[config.mk]
export PLATFORM = sky130hd
export DESIGN_NAME = lif_neuron_loader
export DESIGN_NICKNAME = d
export VERILOG_FILES = /design/src/rtl/lif_neuron_loader_pkg.sv /design/src/rtl/lif_neuron_loader_serializer.sv /design/src/rtl/lif_neuron_loader.sv
export SDC_FILE = /design/constraint.sdc
export NUM_CORES = 1
export LEC_CHECK = 0
export ABC_AREA = 1
export BUFFER_PORTS_ARGS = -buffer_cell sky130_fd_sc_hd__buf_2
export CAP_MARGIN = 10
export CORE_MARGIN = 2
export CORE_UTILIZATION = 35
export CTS_CLUSTER_SIZE = 24
export DETAILED_ROUTE_END_ITERATION = 10
export MAX_ROUTING_LAYER = met4
export PLACE_DENSITY = 0.55
export SLEW_MARGIN = 40
export SYNTH_ARGS = -nofsm -noshare
export SYNTH_HDL_FRONTEND = slang
export SYNTH_HIERARCHICAL = 1
export SYNTH_SLANG_ARGS = --single-unit
[constraint.sdc]
create_clock -name clk -period 2.7 [get_ports clk]
set_input_delay 0.675 -clock clk [delete_from_list [all_inputs] [get_ports clk]]
set_output_delay 0.675 -clock clk [all_outputs]
set_load 0.01 [all_outputs]
[src/rtl/lif_neuron_loader_pkg.sv]
// Shared definitions for the LIF neuron loader.
//   state_t   : loader FSM states
//   BYTES     : byte count of the default 32-synapse configuration
//   byte_sel  : byte k of a word, MSB first, for a word of nbytes bytes
package lif_pkg;

  typedef enum logic [2:0] {
    IDLE,
    LOAD_W,
    LOAD_I,
    RUN,
    DONE
  } state_t;

  localparam int unsigned BYTES      = 4;
  localparam int unsigned MAX_INPUTS = 512;

  // Callers zero-extend their word to MAX_INPUTS so one helper serves
  // every INPUTS setting up to that limit.
  function automatic logic [7:0] byte_sel(input logic [MAX_INPUTS-1:0] word,
                                          input int unsigned           nbytes,
                                          input int unsigned           k);
    byte_sel = word[8*(nbytes-1-k) +: 8];
  endfunction

endpackage

[src/rtl/lif_neuron_loader_serializer.sv]
// Byte serializer: latches a word and presents its bytes MSB first on a
// registered byte output, one per advance.
//   clk, reset : clock, asynchronous active-high reset
//   start      : latch word, present byte 0 next cycle
//   word       : word to serialize (INPUTS bits)
//   advance    : present the next byte (ignored on the last byte)
//   clear      : drive the byte output to zero
//   byte_out   : current byte (registered)
//   last       : byte_out currently holds the final byte
module lif_byte_serializer
  import lif_pkg::*;
#(
  parameter int unsigned INPUTS = 32
) (
  input  logic              clk,
  input  logic              reset,
  input  logic              start,
  input  logic [INPUTS-1:0] word,
  input  logic              advance,
  input  logic              clear,
  output logic [7:0]        byte_out,
  output logic              last
);

  localparam int unsigned NBYTES = INPUTS / 8;
  localparam int unsigned IDXW   = (NBYTES > 1) ? $clog2(NBYTES) : 1;

  logic [INPUTS-1:0] word_q;
  logic [IDXW-1:0]   idx_q;
  logic [7:0]        byte_q;

  always_ff @(posedge clk or posedge reset) begin
    if (reset) begin
      word_q <= '0;
      idx_q  <= '0;
      byte_q <= '0;
    end else if (start) begin
      word_q <= word;
      idx_q  <= '0;
      byte_q <= byte_sel(MAX_INPUTS'(word), NBYTES, 0);
    end else if (advance && !last) begin
      idx_q  <= idx_q + 1'b1;
      byte_q <= byte_sel(MAX_INPUTS'(word_q), NBYTES, 32'(idx_q) + 32'd1);
    end else if (clear) begin
      byte_q <= '0;
    end
  end

  assign byte_out = byte_q;
  assign last     = (idx_q == IDXW'(NBYTES - 1));

endmodule

[src/rtl/lif_neuron_loader.sv]
// Host-side driver for the LIF neuron's byte-serial load/run interface.
// Takes one command, shifts the weight word (optional) and input word into
// the neuron MSB byte first, releases it into run mode for cmd_run cycles,
// counts spikes (saturating) and holds the count until accepted.
//   clk, reset      : clock, asynchronous active-high reset
//   cmd_valid/ready : command handshake (ready only in IDLE)
//   cmd_load_w      : load weights before inputs
//   cmd_weights     : weight word (1=+1, 0=-1)
//   cmd_inputs      : input spike word
//   cmd_run         : run-mode cycles to count
//   data_out        : byte bus to neuron ui_in
//   sel_weights     : neuron uio_in[0], 1 = byte targets weights
//   run_n           : neuron uio_in[1], 0 = load mode, 1 = run mode
//   spike_in        : neuron is_spike
//   res_valid/ready : result handshake
//   res_spikes      : spikes counted during RUN
module lif_neuron_loader
  import lif_pkg::*;
#(
  parameter int unsigned INPUTS     = 8 * BYTES,
  parameter int unsigned RUN_BITS   = 8,
  parameter int unsigned COUNT_BITS = 8
) (
  input  logic                  clk,
  input  logic                  reset,
  input  logic                  cmd_valid,
  output logic                  cmd_ready,
  input  logic                  cmd_load_w,
  input  logic [INPUTS-1:0]     cmd_weights,
  input  logic [INPUTS-1:0]     cmd_inputs,
  input  logic [RUN_BITS-1:0]   cmd_run,
  output logic [7:0]            data_out,
  output logic                  sel_weights,
  output logic                  run_n,
  input  logic                  spike_in,
  output logic                  res_valid,
  input  logic                  res_ready,
  output logic [COUNT_BITS-1:0] res_spikes
);

  state_t                state;
  logic [INPUTS-1:0]     inputs_q;
  logic [RUN_BITS-1:0]   run_left;
  logic [COUNT_BITS-1:0] count;
  logic [COUNT_BITS-1:0] count_next;
  logic                  cmd_ready_q;
  logic                  sel_q;
  logic                  run_n_q;
  logic                  res_valid_q;
  logic [COUNT_BITS-1:0] res_spikes_q;

  logic              ser_start;
  logic [INPUTS-1:0] ser_word;
  logic              ser_advance;
  logic              ser_clear;
  logic              ser_last;

  // The serializer registers data_out itself, so it is started on the same
  // edge the FSM enters a load state; byte 0 is on the bus in the first
  // load cycle and the weight->input handover has no gap.
  always_comb begin
    ser_start   = 1'b0;
    ser_word    = cmd_inputs;
    ser_advance = 1'b0;
    ser_clear   = 1'b0;
    case (state)
      IDLE: begin
        ser_start = cmd_valid;
        ser_word  = cmd_load_w ? cmd_weights : cmd_inputs;
      end
      LOAD_W: begin
        if (ser_last) begin
          ser_start = 1'b1;
          ser_word  = inputs_q;
        end else begin
          ser_advance = 1'b1;
        end
      end
      LOAD_I: begin
        if (ser_last) ser_clear   = 1'b1;
        else          ser_advance = 1'b1;
      end
      default: ;
    endcase
  end

  always_comb begin
    count_next = count;
    if (spike_in && (count != '1)) count_next = count + 1'b1;
  end

  lif_byte_serializer #(
    .INPUTS (INPUTS)
  ) u_ser (
    .clk      (clk),
    .reset    (reset),
    .start    (ser_start),
    .word     (ser_word),
    .advance  (ser_advance),
    .clear    (ser_clear),
    .byte_out (data_out),
    .last     (ser_last)
  );

  always_ff @(posedge clk or posedge reset) begin
    if (reset) begin
      state        <= IDLE;
      inputs_q     <= '0;
      run_left     <= '0;
      count        <= '0;
      cmd_ready_q  <= 1'b1;
      sel_q        <= 1'b0;
      run_n_q      <= 1'b1;
      res_valid_q  <= 1'b0;
      res_spikes_q <= '0;
    end else begin
      case (state)
        IDLE: begin
          if (cmd_valid) begin
            inputs_q    <= cmd_inputs;
            run_left    <= cmd_run;
            count       <= '0;
            cmd_ready_q <= 1'b0;
            run_n_q     <= 1'b0;
            sel_q       <= cmd_load_w;
            state       <= cmd_load_w ? LOAD_W : LOAD_I;
          end
        end
        LOAD_W: begin
          if (ser_last) begin
            sel_q <= 1'b0;
            state <= LOAD_I;
          end
        end
        LOAD_I: begin
          if (ser_last) begin
            run_n_q <= 1'b1;
            if (run_left == '0) begin
              res_valid_q  <= 1'b1;
              res_spikes_q <= count;
              state        <= DONE;
            end else begin
              state <= RUN;
            end
          end
        end
        RUN: begin
          count    <= count_next;
          run_left <= run_left - 1'b1;
          // Final RUN cycle: publish the count including this cycle's spike.
          if (run_left == RUN_BITS'(1)) begin
            res_valid_q  <= 1'b1;
            res_spikes_q <= count_next;
            state        <= DONE;
          end
        end
        DONE: begin
          if (res_ready) begin
            res_valid_q <= 1'b0;
            cmd_ready_q <= 1'b1;
            state       <= IDLE;
          end
        end
        default: state <= IDLE;
      endcase
    end
  end

  assign cmd_ready   = cmd_ready_q;
  assign sel_weights = sel_q;
  assign run_n       = run_n_q;
  assign res_valid   = res_valid_q;
  assign res_spikes  = res_spikes_q;

endmodule

==> results of run 1 <==
[final cells by class]
cell class	instances	area (sq um)
Fill cell	1741	9210
Tap cell	216	270
Multi-Input combinational cell	518	2520
Inverter	105	399
Clock inverter	6	114
Sequential cell	105	2630
Timing Repair Buffer	113	618
Clock buffer	10	239
[flip-flops by register name, indices dropped and copies added, names as in the netlist, 2 cells and up]
signal and cells:
u_ser/idx_q 2, u_ser/word_q 32, run_left 8, u_ser/byte_out 8, inputs_q 32, count 8, state 3, res_spikes 8
[critical path: stages, from the launching register on]
cell and delay [ns]:
dfrtp_1 0.45, inv_2 0.09, nand2_2 0.09, nor2_4 0.34
nand2_2 0.21, nand2_2 0.12, buf_4 0.46, nand2_1 0.16
o21ai_0 0.13
[power by group]
part	total, mW	internal (mW)	switching [mW]	leakage, nW
sequential	2.59	2.26	0.330	1.32
combinational	3.42	1.11	2.31	1.99
clock	1.53	0.935	0.600	0.165
[layer usage]
layer  global-route usage  up-vias  routed length, um
met5                    -        -                  0
met4               0.0526        0                231
met3               0.0446       16                644
met2                0.314      105               7550
met1                0.262     2441               7760
li1                     -     2640                  -
[kinds of logic after synthesis]
group / after synthesis
and+or+nand+nor: 382
AOI/OAI and AO/OA: 129
adders and majority gates: 6
buffers and inverters: 145
xor gates and xnor gates: 1
DFF: 105
[cells in the mapped netlist (all sizes together)]
| cell type | instances | share of area |
|---|---|---|
| nand2 | 229 | 0.15 |
| o21ai | 86 | 0.076 |
| nand3 | 119 | 0.11 |
| o221ai | 1 | 0.0015 |
| o31ai | 2 | 0.0026 |
| o22ai | 2 | 0.0022 |
| clkbuf | 20 | 0.013 |
| inv | 105 | 0.069 |
| a21boi | 1 | 0.0013 |
| nand4 | 1 | 0.0011 |
| buf | 20 | 0.025 |
| nor2 | 31 | 0.029 |
| o21bai | 1 | 0.0013 |
| or2 | 2 | 0.0022 |
| a21oi | 2 | 0.0017 |
| o211ai | 34 | 0.044 |
| dfstp | 2 | 0.0091 |
| xor2 | 1 | 0.0015 |
| dfrtp | 103 | 0.45 |
| ha | 6 | 0.013 |
[stage by stage]
step | hold WS, ns | power, mW | worst slack (ns)
after floorplan | 0.454 | 5.13 | 0.459
after global placement | 0.464 | 6.01 | 0.662
after detailed placement | 0.463 | 6.04 | 0.534
after CTS | 0.365 | 7.62 | 0.522
after global routing | 0.379 | 8.24 | 0.284
final | 0.351 | 7.54 | 0.513
[worst max path at each step]
stage / startpoint / to / slack, ns / depth (start not counted)
2_1_floorplan: reset / count[0] / 0.46 / 1
3_3_place_gp: state[2] / u_ser/word_q[31] / 0.66 / 8
3_5_place_dp: state[2] / u_ser/word_q[31] / 0.53 / 8
4_1_cts: state[2] / u_ser/word_q[24] / 0.52 / 8
5_1_grt: state[2] / u_ser/word_q[31] / 0.28 / 8
6_report: state[2] / u_ser/word_q[24] / 0.51 / 8
==> impl_results.md, run 1 <==
- Starting Density: 0.361
- CTS sink cnt: 105
- Leak: 3.47 nW
- Post-CTS Hold Fix Bufs: 0
- Final worst-path cycle share: 0.810
- Via count: 5202
- Avg WL per Cell: 15.1 um
- Simple-Gate Fraction of Synth Area: 0.292
- Synthesis-stage register bit count: 105
- Cts repair resizes: 0
- R2r startpoint: state[2]
- Register-to-Register Path Depth: 8
- # DRC: 0
- Synth cell types: 33
- Share of cells above drive strength 1: 0.197
- Num ports: 98
- Mapped Area: 0.00577 sq mm
- Port bufs: 97
- First-pass detailed-route iteration total: 5
- Hpwl dp: 11800 um
- Fin. Hold Viols: 0
- CP Data Required Time: 2.96 ns
- Tmin final: 2.19 ns
- Vias per inst: 4.85
- Diodes inserted: 0
- Cell count after synthesis: 768
- Adder-Cell Fraction of Synth Area: 0.0130
- Antenna violations before repair: 0
- Antenna viol nets, final: 0
- Clock root buffer: clkbuf_16
- Worst r2r dst: u_ser/word_q[24]
- Final setup fails: 0
- Worst hold path class: input pin to async pin
- Clock tree buffer depth: 2
- TritonCTS Buffers: 9
- Maximum VDD drop: 0.424 mV
- Worst-Skew Late Latency: 0.35 ns
- Unrepaired setup endpoints after global routing: false
- Synth Warn #: 6
- Net count after synthesis: 852
- Die Span Y: 132 um
- DIE AREA: 0.0175 sq mm
- Critical path type: flip-flop to flip-flop
- CTS tree: yes
- Most frequent cells in the layout: nand2_1 (219), nand3_1 (115), dfrtp_1 (103), buf_2 (97), inv_1 (92)
- Vias in the first global route: 5271
- H-tree levels: 3
- Final net count: 936
- Total grt overflow: 0
- XOR/XNOR Fraction of Synth Area: 0.00152
- Routed WL: 16200 um
- Post-synthesis mux area share: 0
- Non-filler cells, final: 1073
- Max-Cap Viols: 0
- Flop2flop setup slack: 0.51 ns
- Final core occ: 0.425
- Largest family of logic cells by synthesized area: simple AND/OR/NAND/NOR gates
- DRT iter0 DRCs: 279
- Commonest non-fill, non-tap cell in the layout: nand2_1
- Post-CTS setup buffer count: 0
- Total Neg Setup Slack: 0 ns
- WP data arrival: 2.45 ns
- Largest net degree at the start of global routing: 65
- Peak Freq: 457 MHz
- Clock Pin Slew Worst Setup and Hold Paths: 0.07 ns
- Cell Area, Placed: 0.00644 sq mm
- Power per Cell Area: 1110 mW/mm^2
- Total global routing track utilization: 0.200
- Seq/Total Area, Yosys: 0.456
- Placed insts: 1057
- Max-Slew Margin vs Limit: 0.631
- Critical Path Fanout Max: 64
- GP Congestion: 0.837
- Avg Cell Area, Syn: 7.51 sq um
- Pins Over Slew Limit: 0
- Area growth, synth to finish: 17.8%
- Row cnt: 46
- Clock skew: 0.00879 ns
- Post-synthesis compound-gate area fraction: 0.131
- Design Area, Final: 0.00680 sq mm
- Critical path launch point type: flip-flop
- First-pass GRT wire length: 27100 um
- Worst Setup End Kind: flip-flop
- Die W: 132 um
- Outcome: complete, no violations
- Core Region: 0.0160 sq mm
- Slew @ Worst Pin: 0.553 ns
Note: power is estimated with default switching activity, not from simulation.
==> run 2, diff against run 1 <==
--- a/config.mk
+++ b/config.mk
@@ -5,7 +5,7 @@
 export SDC_FILE = /design/constraint.sdc
 export NUM_CORES = 1
 export LEC_CHECK = 0
-export ABC_AREA = 1
+export ABC_AREA = 0
 export BUFFER_PORTS_ARGS = -buffer_cell sky130_fd_sc_hd__buf_2
 export CAP_MARGIN = 10
 export CORE_MARGIN = 2
==> constraint.sdc (replaced) <==
create_clock -name clk -period 2.2 [get_ports clk]
set_input_delay 0.55 -clock clk [delete_from_list [all_inputs] [get_ports clk]]
set_output_delay 0.55 -clock clk [all_outputs]
set_load 0.01 [all_outputs]
==> impl_results.md, run 2 <==
- Outcome: complete, no violations
- Hpwl dp: 9360 um (-21%)
- Pins Over Slew Limit: 0 (unchanged)
- Worst path slowest cell: or4_2
- First-pass detailed-route iteration total: 4 (-1)
- Largest regs: inputs_q (32), u_ser/word_q (32)
- Die W: 127 um (-4.0%)
- Port bufs: 97 (unchanged)
- Worst-Skew Late Latency: 0.35 ns (about the same)
- Synth Warn #: 6 (unchanged)
- Share of cells above drive strength 1: 0.310 (+0.112)
- CTS sink cnt: 105 (unchanged)
- Switching share of total power: 0.352 (-0.0779)
- CTS tree: yes
- Synthesis-stage register bit count: 105 (unchanged)
- Die Span Y: 127 um (-4.0%)
- Slew @ Worst Pin: 0.730 ns (+0.176 ns)
- Total global routing track utilization: 0.181 (-0.0196)
- DRT iter0 DRCs: 260 (-6.8%)
- Largest net degree at the start of global routing: 43 (-34%)
- Vias per inst: 5.07 (+4.6%)
- Unrepaired setup endpoints after global routing: false
- Clock Pin Slew Worst Setup and Hold Paths: 0.07 ns (about the same)
- Starting Density: 0.362 (+0.00119)
- Worst hold margin: 0.264 ns (-0.0874 ns)
- Core Region: 0.0146 sq mm (-8.5%)
- Area leader, netlist: dfrtp_1
- Row cnt: 44 (-4.3%)
- TritonCTS Buffers: 9 (unchanged)
- Max-Slew Margin vs Limit: 0.512 (-0.119)
- Int Power: 5.31 mW (+24%)
- Vias in the first global route: 4405 (-16%)
- Mapped Area: 0.00530 sq mm (-8.2%)
- Commonest non-fill, non-tap cell in the layout: nand2_1
- Critical path launch point type: flip-flop
- First-pass GRT wire length: 22400 um (-17%)
- Maximum VDD drop: 0.481 mV (+14%)
- Top_reg_cell synth: dfrtp_1
- Combinational Power Share: 0.397 (-0.056)
- Post-place setup slack: -0.106 ns (-0.640 ns)
- Leak: 3.14 nW (-9.7%)
- H-tree levels: 3 (unchanged)
- Tmin final: 2.06 ns (-0.127 ns)
- Power per Cell Area: 1270 mW/mm^2 (+14%)
- Switch Pwr: 2.89 mW (-11%)
- Most frequent cell after synthesis: nand2_1
- Cell count after synthesis: 551 (-28%)
- Routed WL: 13400 um (-17%)
- Fin. Hold Viols: 0 (unchanged)
- Avg WL per Cell: 15.8 um (+5.0%)
- Placed insts: 828 (-22%)
- Diodes inserted: 0 (unchanged)
- Synth cell types: 50 (+52%)
- Clock skew: 0.0111 ns (+0.00232 ns)
- Max-Cap Viols: 0 (unchanged)
- Post-synth EDFFs: 0 (unchanged)
- Antenna violations before repair: 0 (unchanged)
- Critical path type: flip-flop to flip-flop
- Synth cell count leaders: nand2_1 (198), dfrtp_1 (103), a22oi_1 (34), mux2_2 (32), clkbuf_1 (22)
- Num ports: 98 (unchanged)
- Area growth, synth to finish: 22.1%
- Critical Path Fanout Max: 13 (-80%)
- Clock tree buffer depth: 2 (unchanged)
- Cell Area, Placed: 0.00613 sq mm (-4.9%)
- Via count: 4291 (-18%)
- Worst path cell trace: buf_4 > nand3b_1 > or3_1 > or4_2 > nand3_1 > o211ai_1
- Register-to-Register Path Depth: 6 (-2)
- CP max stage delay: 0.58 ns (+0.12 ns)
- Clock root buffer: clkbuf_16
- Final setup fails: 0 (unchanged)
- Post-synth ARST share: 1.00 (unchanged)
- Most frequent cells in the layout: nand2_1 (198), dfrtp_1 (101), buf_2 (97), a22oi_1 (34), mux2_2 (32)
- GP Congestion: 0.823 (-1.7%)
- Avg Cell Area, Syn: 9.62 sq um (+28%)
- DIE AREA: 0.0161 sq mm (-7.9%)
- Clk pwr share: 0.200 (-0.004)
- Synth top area share: 0.486 (+0.0398)
- Seq/Total Area, Yosys: 0.496 (+0.0406)
- Final core occ: 0.442 (+0.0173)
- Worst hold path class: input pin to async pin
- Net count after synthesis: 635 (-25%)
- Worst Setup End Kind: flip-flop
- Final net count: 741 (-21%)
- CP Data Required Time: 2.42 ns (-0.54 ns)
- Final setup margin: 0.141 ns (-0.373 ns)
- Design Area, Final: 0.00647 sq mm (-4.8%)
- Peak Freq: 486 MHz (+6.2%)
- # DRC: 0 (unchanged)
- Final worst-path cycle share: 0.936 (+0.126)
- Total grt overflow: 0 (unchanged)
- Non-filler cells, final: 846 (-21%)
- WP data arrival: 2.28 ns (-0.17 ns)
- Seq pwr share: 0.404 (+0.061)
- Antenna viol nets, final: 0 (unchanged)
- Top post-synthesis cells by area: dfrtp_1 (49%), nand2_1 (14%), mux2_2 (6.8%)
run 2: per-layer routing:
metal  global-route usage  part of all wire  vias to the layer above
met5                    -                 0                        -
li1                     -                 -                     2103
met3               0.0260             0.042                       17
met1                0.235              0.46                     2067
met4               0.0692             0.021                        0
met2                0.288              0.48                      104
run 2: worst max-delay path, delay by kind of cell (launching register included):
family | cells | cell delay (ns)
AO/OA/AOI/OAI | 1 | 0.09
flip-flops | 1 | 0.39
AND/OR/NAND/NOR | 4 | 1.23
buffers and inverters | 1 | 0.22
run 2: cells by family (layout without fill, tap and decap cells):
group	after synthesis	in the layout	share of synthesized area
flops	105	105	0.496
compound gates	84	84	0.112
buf+inv	41	152	0.0361
mux	45	45	0.112
fa+ha+maj	6	6	0.0142
xor+xnor	7	7	0.0116
simple gates	263	263	0.218
run 2: repair_timing:
action | CTS | global route
hold buffers | 0 | 0
cloned | 0 | 0
endpoints found under the setup margin | 40 | 42
setup buffers | 0 | 2
gates resized for setup | 2 | 7
hold endpoints to repair | 0 | 0
run 2: final timing paths:
check | start | end | slack (ns)
setup / recovery | state[0] | run_left[5] | 0.14
hold / removal | reset | u_ser/byte_out[3] | 0.26
setup reg to reg | state[0] | run_left[5] | 0.14
hold reg to reg | res_valid | res_valid | 0.47
max in group asynchronous | reset | u_ser/word_q[23] | 1.34
min in group clk | cmd_inputs[20] | inputs_q[20] | 0.39
run 2: per-stage QoR:
step           setup TNS [ns]  power (mW)
2_1_floorplan               0        5.45
3_3_place_gp            -8.52        6.47
3_5_place_dp            -1.19        6.59
4_1_cts                     0        8.26
5_1_grt                     0        8.82
6_report                    0        8.20
run 2: area by class of cell:
type | count | area [sq um]
Clock inverter | 5 | 62.6
Tap cell | 184 | 230
Clock buffer | 11 | 233
Inverter | 8 | 30.0
Sequential cell | 105 | 2630
Timing Repair Buffer | 128 | 756
Multi-Input combinational cell | 405 | 2530
Fill cell | 1441 | 8170
run 2: power groups by stage:
stage                     clock network, mW  logic, mW  registers (mW)
after floorplan                           0       2.23            3.22
after global placement                    0       3.17            3.30
after detailed placement                  0       3.26            3.34
after CTS                              1.69       3.27            3.31
after global routing                   1.76       3.64            3.43
final                                  1.64       3.25            3.31
